--- src/rtl/duty_jog_ctrl.sv ---
// Button front end: sync, debounce and auto-repeat of four jog buttons,
// producing one-cycle step strobes and saturating 6-bit X/Y duty positions.
module duty_jog_ctrl #(
    parameter int DB_CYCLES     = 50000,
    parameter int REPEAT_DELAY  = 25000000,
    parameter int REPEAT_PERIOD = 5000000,
    parameter int DUTY_INIT     = 32,
    parameter int DUTY_MAX      = 63
) (
    input  logic       sysclk,
    input  logic       Reset_Sw,
    input  logic       Bt_Up_Raw,
    input  logic       Bt_Down_Raw,
    input  logic       Bt_Left_Raw,
    input  logic       Bt_Right_Raw,
    output logic [5:0] Duty_X,
    output logic [5:0] Duty_Y,
    output logic       Bt_Up,
    output logic       Bt_Down,
    output logic       Bt_Left,
    output logic       Bt_Right
);

    localparam int DBW  = $clog2(DB_CYCLES + 1);
    localparam int RMAX = (REPEAT_DELAY > REPEAT_PERIOD) ? REPEAT_DELAY
                                                         : REPEAT_PERIOD;
    localparam int RCW  = $clog2(RMAX + 1);

    localparam logic [DBW-1:0] DB_LAST  = DBW'(DB_CYCLES - 1);
    localparam logic [RCW-1:0] DLY_LAST = RCW'(REPEAT_DELAY - 1);
    localparam logic [RCW-1:0] PER_LAST = RCW'(REPEAT_PERIOD - 1);
    localparam logic [6:0]     MAX7     = 7'(DUTY_MAX);
    localparam logic [5:0]     INIT6    = 6'(DUTY_INIT);

    typedef enum logic [1:0] {
        S_IDLE,
        S_FIRST,
        S_REPEAT
    } state_t;

    // Bit order everywhere: 0 Up, 1 Down, 2 Left, 3 Right.
    logic [3:0]     w_raw;
    logic [3:0]     r_sync1;
    logic [3:0]     r_sync2;
    logic [3:0]     r_db;
    logic [DBW-1:0] r_db_cnt [4];
    state_t         r_state [4];
    state_t         w_state_nx [4];
    logic [RCW-1:0] r_rep_cnt [4];
    logic [RCW-1:0] w_rep_cnt_nx [4];
    logic [3:0]     w_step;
    logic [3:0]     r_strobe;
    logic [5:0]     r_duty_x;
    logic [5:0]     r_duty_y;

    assign w_raw = {Bt_Right_Raw, Bt_Left_Raw, Bt_Down_Raw, Bt_Up_Raw};

    always_ff @(posedge sysclk) begin
        if (Reset_Sw) begin
            r_sync1 <= '0;
            r_sync2 <= '0;
            r_db    <= '0;
            for (int i = 0; i < 4; i++) r_db_cnt[i] <= '0;
        end else begin
            r_sync1 <= w_raw;
            r_sync2 <= r_sync1;
            for (int i = 0; i < 4; i++) begin
                if (r_sync2[i] == r_db[i]) begin
                    r_db_cnt[i] <= '0;
                end else if (r_db_cnt[i] == DB_LAST) begin
                    r_db[i]     <= ~r_db[i];
                    r_db_cnt[i] <= '0;
                end else begin
                    r_db_cnt[i] <= r_db_cnt[i] + 1'b1;
                end
            end
        end
    end

    always_ff @(posedge sysclk) begin
        if (Reset_Sw) begin
            for (int i = 0; i < 4; i++) begin
                r_state[i]   <= S_IDLE;
                r_rep_cnt[i] <= '0;
            end
        end else begin
            for (int i = 0; i < 4; i++) begin
                r_state[i]   <= w_state_nx[i];
                r_rep_cnt[i] <= w_rep_cnt_nx[i];
            end
        end
    end

    // A falling debounced level wins over a due repeat step.
    always_comb begin
        for (int i = 0; i < 4; i++) begin
            w_state_nx[i]   = r_state[i];
            w_rep_cnt_nx[i] = r_rep_cnt[i];
            w_step[i]       = 1'b0;
            unique case (r_state[i])
                S_IDLE: begin
                    if (r_db[i]) begin
                        w_state_nx[i]   = S_FIRST;
                        w_rep_cnt_nx[i] = '0;
                        w_step[i]       = 1'b1;
                    end
                end
                S_FIRST: begin
                    if (!r_db[i]) begin
                        w_state_nx[i]   = S_IDLE;
                        w_rep_cnt_nx[i] = '0;
                    end else if (r_rep_cnt[i] == DLY_LAST) begin
                        w_state_nx[i]   = S_REPEAT;
                        w_rep_cnt_nx[i] = '0;
                        w_step[i]       = 1'b1;
                    end else begin
                        w_rep_cnt_nx[i] = r_rep_cnt[i] + 1'b1;
                    end
                end
                S_REPEAT: begin
                    if (!r_db[i]) begin
                        w_state_nx[i]   = S_IDLE;
                        w_rep_cnt_nx[i] = '0;
                    end else if (r_rep_cnt[i] == PER_LAST) begin
                        w_rep_cnt_nx[i] = '0;
                        w_step[i]       = 1'b1;
                    end else begin
                        w_rep_cnt_nx[i] = r_rep_cnt[i] + 1'b1;
                    end
                end
                default: begin
                    w_state_nx[i]   = S_IDLE;
                    w_rep_cnt_nx[i] = '0;
                end
            endcase
        end
    end

    // Decrement below zero wraps to bit 6 set, which is then clamped to 0.
    function automatic logic [5:0] f_apply(
        input logic [5:0] v,
        input logic       inc,
        input logic       dec
    );
        logic [6:0] s;
        s = {1'b0, v};
        if (inc && !dec) begin
            s = s + 7'd1;
            if (s > MAX7) s = MAX7;
        end else if (dec && !inc) begin
            s = s - 7'd1;
            if (s[6]) s = 7'd0;
        end
        return s[5:0];
    endfunction

    always_ff @(posedge sysclk) begin
        if (Reset_Sw) begin
            r_strobe <= '0;
            r_duty_x <= INIT6;
            r_duty_y <= INIT6;
        end else begin
            r_strobe <= w_step;
            r_duty_y <= f_apply(r_duty_y, w_step[0], w_step[1]);
            r_duty_x <= f_apply(r_duty_x, w_step[3], w_step[2]);
        end
    end

    assign Duty_X   = r_duty_x;
    assign Duty_Y   = r_duty_y;
    assign Bt_Up    = r_strobe[0];
    assign Bt_Down  = r_strobe[1];
    assign Bt_Left  = r_strobe[2];
    assign Bt_Right = r_strobe[3];

endmodule

--- config.mk ---
export PLATFORM = sky130hd
export DESIGN_NAME = duty_jog_ctrl
export DESIGN_NICKNAME = d
export VERILOG_FILES = /design/src/rtl/duty_jog_ctrl.sv
export SDC_FILE = /design/constraint.sdc
export NUM_CORES = 1
export LEC_CHECK = 0
export ABC_AREA = 1
export ABC_CLOCK_PERIOD_IN_PS = 2980
export CORE_UTILIZATION = 63
export DETAILED_ROUTE_END_ITERATION = 8
export PLACE_DENSITY = 0.8
export SLEW_MARGIN = 20
export SYNTH_ARGS = -nofsm -noshare
export SYNTH_HDL_FRONTEND = slang
export SYNTH_SLANG_ARGS = --single-unit
--- constraint.sdc ---
create_clock -name sysclk -period 2.98 [get_ports sysclk]
set_input_delay 0.596 -clock sysclk [delete_from_list [all_inputs] [get_ports sysclk]]
set_output_delay 0.596 -clock sysclk [all_outputs]
set_load 0.05 [all_outputs]
Yosys cells after proc, flatten, opt, wreduce, memory -nomap -nowiden
Memories as Yosys holds them, arrays and structs flattened. Cells that the tools add are included.

Output and inout port bits: 16. Flip-flop bits (word level): 28. Memory bits (writable): 172. Memories: 3.

Memories: r_rep_cnt (depth 4, width 25, read ports 4, clocked after Yosys merged registers in 0, write ports 4, RTL line 49) `logic [RCW-1:0] r_rep_cnt [4];`; r_db_cnt (depth 4, width 16, read ports 4, clocked after Yosys merged registers in 0, write ports 4, RTL line 46) `logic [DBW-1:0] r_db_cnt [4];`; r_state (depth 4, width 2, read ports 4, clocked after Yosys merged registers in 0, write ports 4, RTL line 47) `state_t r_state [4];`.

$lt $le $gt $ge: 2. Muxes and demuxes: 143. Eq/ne operators: 24. $add $sub $neg: 12. Bitwise gates (word level): 28. Reductions and logical operators: 18.

Operators with widths (count): two-way mux 25 bit (24); one-hot mux 25 bit (3 select lines) (4); two-way mux 16 bit (12); adder 25 x 1 -> 25 bit (second input constant) (4); == test 25 x 23 -> 1 bit (second input constant) (4); == test 25 bit (second input constant) (4); two-way mux 1 bit (67); adder 16 x 1 -> 16 bit (second input constant) (4); == test 16 bit (second input constant) (4); two-way mux 6 bit (8); two-way mux 2 bit (20); one-hot mux 2 bit (3 select lines) (4); bitwise OR 1 bit (20); adder 6 x 1 -> 7 bit (second input constant) (2); > comparator 7 x 6 -> 1 bit (second input constant) (2); subtractor 6 x 1 -> 7 bit (second input constant) (2); one-hot mux 1 bit (3 select lines) (4); == test 2 x 1 -> 1 bit (second input constant) (4); == test 2 bit (second input constant) (4); zero test 2 bit (4); NOT 1 bit (8); AND reduction 2 bit (4); == test 1 bit (4); logical AND 1 bit (4); 2 further kinds (6).

Logic depth before layout (Yosys ltp)
Gate-level depths: netlist of the first run. An unclocked memory read counts as a cell.

Depth after elaboration: 9. Gate-level depth with buffers: 17. Gate-level depth less buffers: 17.

Least setup slack after synthesis of the first run
OpenSTA, ideal clock, no wires.

Kind: register to register. From: memory r_rep_cnt[0][0] in the netlist's numbering. To: register r_duty_y[5] (netlist: Duty_Y[5]). Slack: 826 ps. Cell stages (with the launch flop): 18. Arrival time: 2029 ps. Data required time: 2855 ps. Buffers on the path: 0. Clock period less this slack: 2154 ps. Cells stage by stage: dfxtp_1 -> ha_1 -> nand3_2 -> nor2_4 -> nand2_2 -> nor2_2 -> nand3_1 -> nand2_1 -> nand3_1 -> nand2_1 -> nand2_1 -> inv_1 -> ha_1 -> inv_1 -> nand2_1 -> o21ai_0 -> a21oi_1 -> o21ai_0.

RTL lines: start, declared (RTL line 49); end signal, assigned (RTL line 164) `r_duty_y <= f_apply(r_duty_y, w_step[0], w_step[1]);`; end, declared (RTL line 54) `logic [5:0] r_duty_y;`.

Final worst setup path of the first run
From: register r_duty_x[2] (netlist: Duty_X[2]). To: output port Duty_X[2].

RTL lines: start, declared (RTL line 53) `logic [5:0] r_duty_x;`; start signal, assigned (RTL line 165) `r_duty_x <= f_apply(r_duty_x, w_step[3], w_step[2]);`; end, declared (RTL line 16) `output logic [5:0] Duty_X,`.

No word-level cell between the ends.

==> results.yml, run 1 <==
setup_path:
  cp.required_ps: 2380
  rrSetupSlack_ps: 480
  worstSetupPathType: "flop to primary output"
  cp_top_family: "buffers and inverters"
  cp.arrival_ps: 1920
  critPathSlowestCell: "clkdlybuf4s50_1"
  cp_max_fo: 9
  timing.rr.start: "r_rep_cnt[0][0]$_SDFFE_PP0P_"
  cp-start-kind: "flop"
  path_cells: "clkdlybuf4s50_1"
  reg2reg_to: "Duty_Y[5]$_SDFFE_PP1P_"
  cpPeakStageDelay_ps: 890
  worst_setup_path_end_kind: "primary output"
  r2r_cells: 17
  crit_buf_inv: 1
clocking:
  clockBufferDepth: 2
  numCtsBuffers: 17
  cts_setup_buffers: 0
  htree_num_levels: 4
  cts.clk_slew.worst_paths_ps: 70
  postCtsResizedCells: 0
  cts_root_buffer: "clkbuf_16"
  cts_sinks: 200
  cts_tree: "yes"
  cts_hold_buf: 0
  clock_latency_ps: 450
synthesis:
  synth_edf_count: 64
  synth_compound_area_frac: 0.0687
  synth_area_per_cell_sq_um: 6.98
  synth_area_sq_mm: 0.0119
  ys.flop_type: "dfxtp_1"
  synthAdderAreaFrac: 0.0336
  yosys_warnings: 0
  ys_types: 44
  yosys.area_share.simple: 0.357
  synth_xor_xnor_area_share: 0.0588
  synth-seq-cells: 200
  synth_mux_area_frac: 0
  synth_cells: 1706
  synthArstFlopShare: 0
  synth_top_family_by_area: "simple AND/OR/NAND/NOR gates"
  seq_area_frac_synth: 0.390
min_path:
  hold_end: "r_sync2[3]$_SDFF_PP0_"
  hp-start: "r_sync1[3]$_SDFF_PP0_"
  hold-path-cell-count: 2
  hold_path_class: "flop to flop"
layout:
  area_delta_synth_final_pct: 9.87
  layout.area.seq_sq_mm: 0.00464
  nFillCells: 1516
  multiInputGateArea_sq_mm: 0.00641
  layout_commonest_cell: "nand2_1"
  diodes: 0
  drive_gt1_frac: 0.0506
  final_area_sq_mm: 0.0131
  fin_nets: 1822
  fin_cells: 2026
  utilization: 0.716
  final_cell_mix: "nand2_1, nor2_1, inv_1"
detailed_routing:
  num_vias: 10800
  drtPass1Iterations: 6
  drt-wirelength-per-cell_um: 12.4
  final_antenna_net_count: 0
  viasPerCell: 5.32
  drc: 0
  drt_wl_total_um: 25200
  drt_iter0_markers: 726
timing:
  final.setup_skew_ps: 11.3
  finalCriticalPeriod_ps: 2510
  rsz0062_at_grt: "false"
  finalHoldViolations: 0
  finalHoldWorstSlack_ps: 405
  min_period_over_period: 0.843
  fmax_mhz: 398
  setup_tns_ps: 0
  setup_viol: 0
  maxSlewHeadroom: 0.536
  worst_slew_pin_slew_ps: 694
  maxSlewViolCount: 0
placement:
  placed_area_sq_mm: 0.0125
  placedCellCount: 1994
  place_congestion: 0.951
  place_hpwl_um: 18200
  io_buffers: 21
global_routing:
  grt_pass1_vias: 10200
  grt_max_degree: 57
  grt_pass1_wl_um: 44100
  antenna_found_initial: 0
  grt_overflow: 0
  grt_usage: 0.270
floorplanning:
  core_sq_mm: 0.0183
  io-pin-count: 22
  num_rows: 49
  initial_core_util: 0.652
  die_w_um: 139
  die-area_sq_mm: 0.0195
  die_h_um: 139
flow_run:
  maxCapViolations: 0
power:
  p_leak_uw: 0.00541
  ir_worst_vdd_mv: 0.425
  powerDensity_mw_per_mm2: 463
outcome:
  status: "complete, no violations"
==> state kept, by name, indices dropped and copies added, names as in the netlist <==
| signal | count |
|---|---|
| r_db_cnt | 64 |
| r_db | 4 |
| Duty_Y | 6 |
| r_strobe | 4 |
| r_sync1 | 4 |
| Duty_X | 6 |
| r_state | 8 |
| r_rep_cnt | 100 |
| r_sync2 | 4 |
==> cell usage after synthesis, types with 2 or more instances <==
cell type / number / share of area
nand2_1: 388 / 0.12
nor2_1: 271 / 0.085
inv_1: 237 / 0.075
dfxtp_1: 136 / 0.23
nand3_1: 136 / 0.057
a21oi_1: 89 / 0.037
xor2_1: 68 / 0.050
edfxtp_1: 64 / 0.16
o21ai_0: 51 / 0.021
nor3_1: 48 / 0.020
nand4_1: 37 / 0.019
ha_1: 32 / 0.034
nor2_2: 16 / 0.0084
nor3b_1: 16 / 0.010
nand2_2: 15 / 0.0079
clkbuf_1: 13 / 0.0041
xnor2_1: 12 / 0.0088
buf_2: 10 / 0.0042
nor4_1: 9 / 0.0047
and3_1: 5 / 0.0026
nand2_4: 5 / 0.0047
nand3b_1: 5 / 0.0032
buf_6: 4 / 0.0038
inv_2: 4 / 0.0013
nand3_2: 4 / 0.0034
a31oi_1: 3 / 0.0016
nor3_2: 3 / 0.0025
o211ai_1: 3 / 0.0019
o21bai_1: 3 / 0.0019
a211oi_1: 2 / 0.0013
buf_4: 2 / 0.0013
nor2_4: 2 / 0.0019
o21a_1: 2 / 0.0013
==> power by group <==
part / switching [uW] / internal, uW
Clock: 1110 / 1200
Combinational: 605 / 206
Sequential: 61.4 / 2880
Total: 1780 / 4280
==> area by class of cell <==
type | count | share of cell area
multi-input cells | 1295 | 0.490
clock inverters | 14 | 0.0104
repair buffers | 28 | 0.0197
inverters | 242 | 0.0694
clock buffers | 18 | 0.0336
flip-flops and latches | 200 | 0.355
well taps | 229 | 0.0219
==> through the flow <==
step,setup slack (ps),total power (uW)
floorplan,826,3620
global placement,619,3780
global route,237,6320
CTS,451,6090
finish,469,6060
detailed placement,553,3800
==> how the worst max path moves through the flow <==
stage / from / end / depth (start not counted)
floorplan: r_rep_cnt[0][0]$_SDFFE_PP0P_ / Duty_Y[5]$_SDFFE_PP1P_ / 17
global placement: r_rep_cnt[0][0]$_SDFFE_PP0P_ / Duty_Y[5]$_SDFFE_PP1P_ / 17
global route: r_rep_cnt[2][0]$_SDFFE_PP0P_ / Duty_X[3]$_SDFFE_PP0P_ / 15
CTS: Duty_X[2]$_SDFFE_PP0P_ / Duty_X[2] / 1
detailed placement: r_rep_cnt[0][0]$_SDFFE_PP0P_ / Duty_Y[5]$_SDFFE_PP1P_ / 17
finish: Duty_X[2]$_SDFFE_PP0P_ / Duty_X[2] / 1
==> cell families (layout without fill, tap and decap cells) <==
kind of cell,after synthesis,after routing
buffers and inverters,274,302
adder cells (fa/ha/maj),32,32
XOR/XNOR,80,80
AND/OR/NAND/NOR,963,963
AO/OA/AOI/OAI,156,156
other,1,64
flip-flops,200,200
==> metal layers <==
layer / part of all wire / track usage / vias up
met5: 0 / 0 / -
met4: 0.015 / 0.0865 / 0
met3: 0.042 / 0.0465 / 45
met2: 0.49 / 0.486 / 279
met1: 0.45 / 0.325 / 4906
li1: - / - / 5557
No activity file was read; power rests on OpenSTA's default activity.
==> run 2, diff against run 1 <==
Settings changed: ABC_CLOCK_PERIOD_IN_PS 2980 to 2450.
Clock period 2.98 ns to 2.45 ns, I/O delays scaled along.
==> run 2 against run 1 <==
Sequential share of layout area down 0.46 points; register-to-register slack worse by 220 ps; setup slack worse by 390 ps; combinational power up 28%; routed wire length about the same; power up 23%; sequential cell count unchanged; worst hold slack worse by 3.1 ps; cell count up 0.74%; clock skew down 0.90 ps; highest routed layer unchanged; critical endpoint unchanged.
==> results.yml, run 2 (synthesized netlist as in run 1, its figures left out) <==
setup_path:
  cp.arrival_ps: 1890
  crit_buf_inv: 1
  cp_max_fo: 9
  cpPeakStageDelay_ps: 900
  cp.required_ps: 1960
  worst_setup_path_end_kind: "primary output"
  worstSetupPathType: "flop to primary output"
  cp-start-kind: "flop"
  cp_top_family: "buffers and inverters"
  path_cells: "clkdlybuf4s50_1"
  critPathSlowestCell: "clkdlybuf4s50_1"
clocking:
  cts_sinks: 200
  clockBufferDepth: 2
  numCtsBuffers: 17
  htree_num_levels: 4
  cts_root_buffer: "clkbuf_16"
  clock_latency_ps: 440
  cts_hold_buf: 0
  cts_tree: "yes"
  cts.clk_slew.worst_paths_ps: 70
outcome:
  status: "complete, no violations"
detailed_routing:
  drt-wirelength-per-cell_um: 12.3
  drc: 0
  viasPerCell: 5.26
  drtPass1Iterations: 7
  drt_wl_total_um: 25200
  num_vias: 10700
  final_antenna_net_count: 0
  drt_iter0_markers: 636
global_routing:
  grt_pass1_wl_um: 44000
  grt_pass1_vias: 10200
  antenna_found_initial: 0
  grt_max_degree: 36
  grt_usage: 0.269
  grt_overflow: 0
placement:
  io_buffers: 21
  place_ws_ps: 110
  place_hpwl_um: 18200
  place_congestion: 0.935
  placedCellCount: 2007
layout:
  largest-register: "r_rep_cnt"
  final_cell_mix: "nand2_1, nor2_1, inv_1"
  layout_commonest_cell: "nand2_1"
  area_delta_synth_final_pct: 11.6
  fin_cells: 2041
  reg_top3: "r_rep_cnt (100), r_db_cnt (64), r_state (8)"
  nFillCells: 1531
  drive_gt1_frac: 0.0673
  largest_reg_flops: 100
  fin_nets: 1837
  diodes: 0
  utilization: 0.727
  layout.area.seq_sq_mm: 0.00466
  multiInputGateArea_sq_mm: 0.00647
min_path:
  hold_path_class: "flop to flop"
timing:
  finalHoldViolations: 0
  final.setup_skew_ps: 10.4
  maxSlewViolCount: 0
  worst_slew_pin_slew_ps: 549
  setup_viol: 0
  rsz0062_at_grt: "false"
  setup_tns_ps: 0
  finalWorstSetupSlack_ps: 74.3
  min_period_over_period: 0.970
  maxSlewHeadroom: 0.631
  fmax_mhz: 421
  finalCriticalPeriod_ps: 2380
power:
  p_total_uw: 7470
  powerDensity_mw_per_mm2: 562
  p_leak_uw: 0.00548
  ir_worst_vdd_mv: 0.530
floorplanning:
  core_sq_mm: 0.0183
  die_w_um: 139
  io-pin-count: 22
  die_h_um: 139
  die-area_sq_mm: 0.0195
  num_rows: 49
  initial_core_util: 0.652
flow_run:
  maxCapViolations: 0
[run 2: layout make-up]
type	instances	share of cell area
multi-input cells	1295	0.487
flip-flops and latches	200	0.350
inverters	242	0.0686
clock buffers	20	0.0336
repair buffers	43	0.0279
well taps	229	0.0216
clock inverters	12	0.0107
[run 2: through the flow]
| step | area [sq um] | hold slack, ps |
|---|---|---|
| after detailed placement | 12600 | 395 |
| after global routing | 13300 | 435 |
| final | 13300 | 401 |
| after CTS | 13200 | 405 |
| after floorplan | 12100 | 388 |
| after global placement | 12600 | 395 |
[run 2: power by group]
group	internal (uW)	total (uW)	leakage [uW]	switching [uW]
registers	3500	3580	0.00176	75.3
clock network	1550	2850	0.000273	1300
logic	295	1040	0.00344	746
[run 2: timing repair]
item,in CTS,in global routing
setup buffers,0,2
endpoints found under the hold margin,0,0
endpoints found under the setup margin,0,12
resized for setup,0,24
[run 2: final timing paths]
kind                                                   start  depth (start not counted)                endpoint  slack [ps]
worst max-delay path                  Duty_X[2]$_SDFFE_PP0P_                          1               Duty_X[2]          70
worst min register to register         r_sync1[3]$_SDFF_PP0_                          2   r_sync2[3]$_SDFF_PP0_         400
worst max register to register  r_rep_cnt[3][1]$_SDFFE_PP0P_                         17  Duty_X[3]$_SDFFE_PP0P_         260
worst min-delay path                   r_sync1[3]$_SDFF_PP0_                          2   r_sync2[3]$_SDFF_PP0_         400
[run 2: per-layer routing]
| layer | vias to the layer above | global-route usage | share of wire |
|---|---|---|---|
| li1 | 5592 | - | - |
| met1 | 4911 | 0.329 | 0.46 |
| met2 | 193 | 0.479 | 0.49 |
| met3 | 41 | 0.0454 | 0.033 |
| met4 | 0 | 0.0912 | 0.019 |
| met5 | - | 0 | 0 |
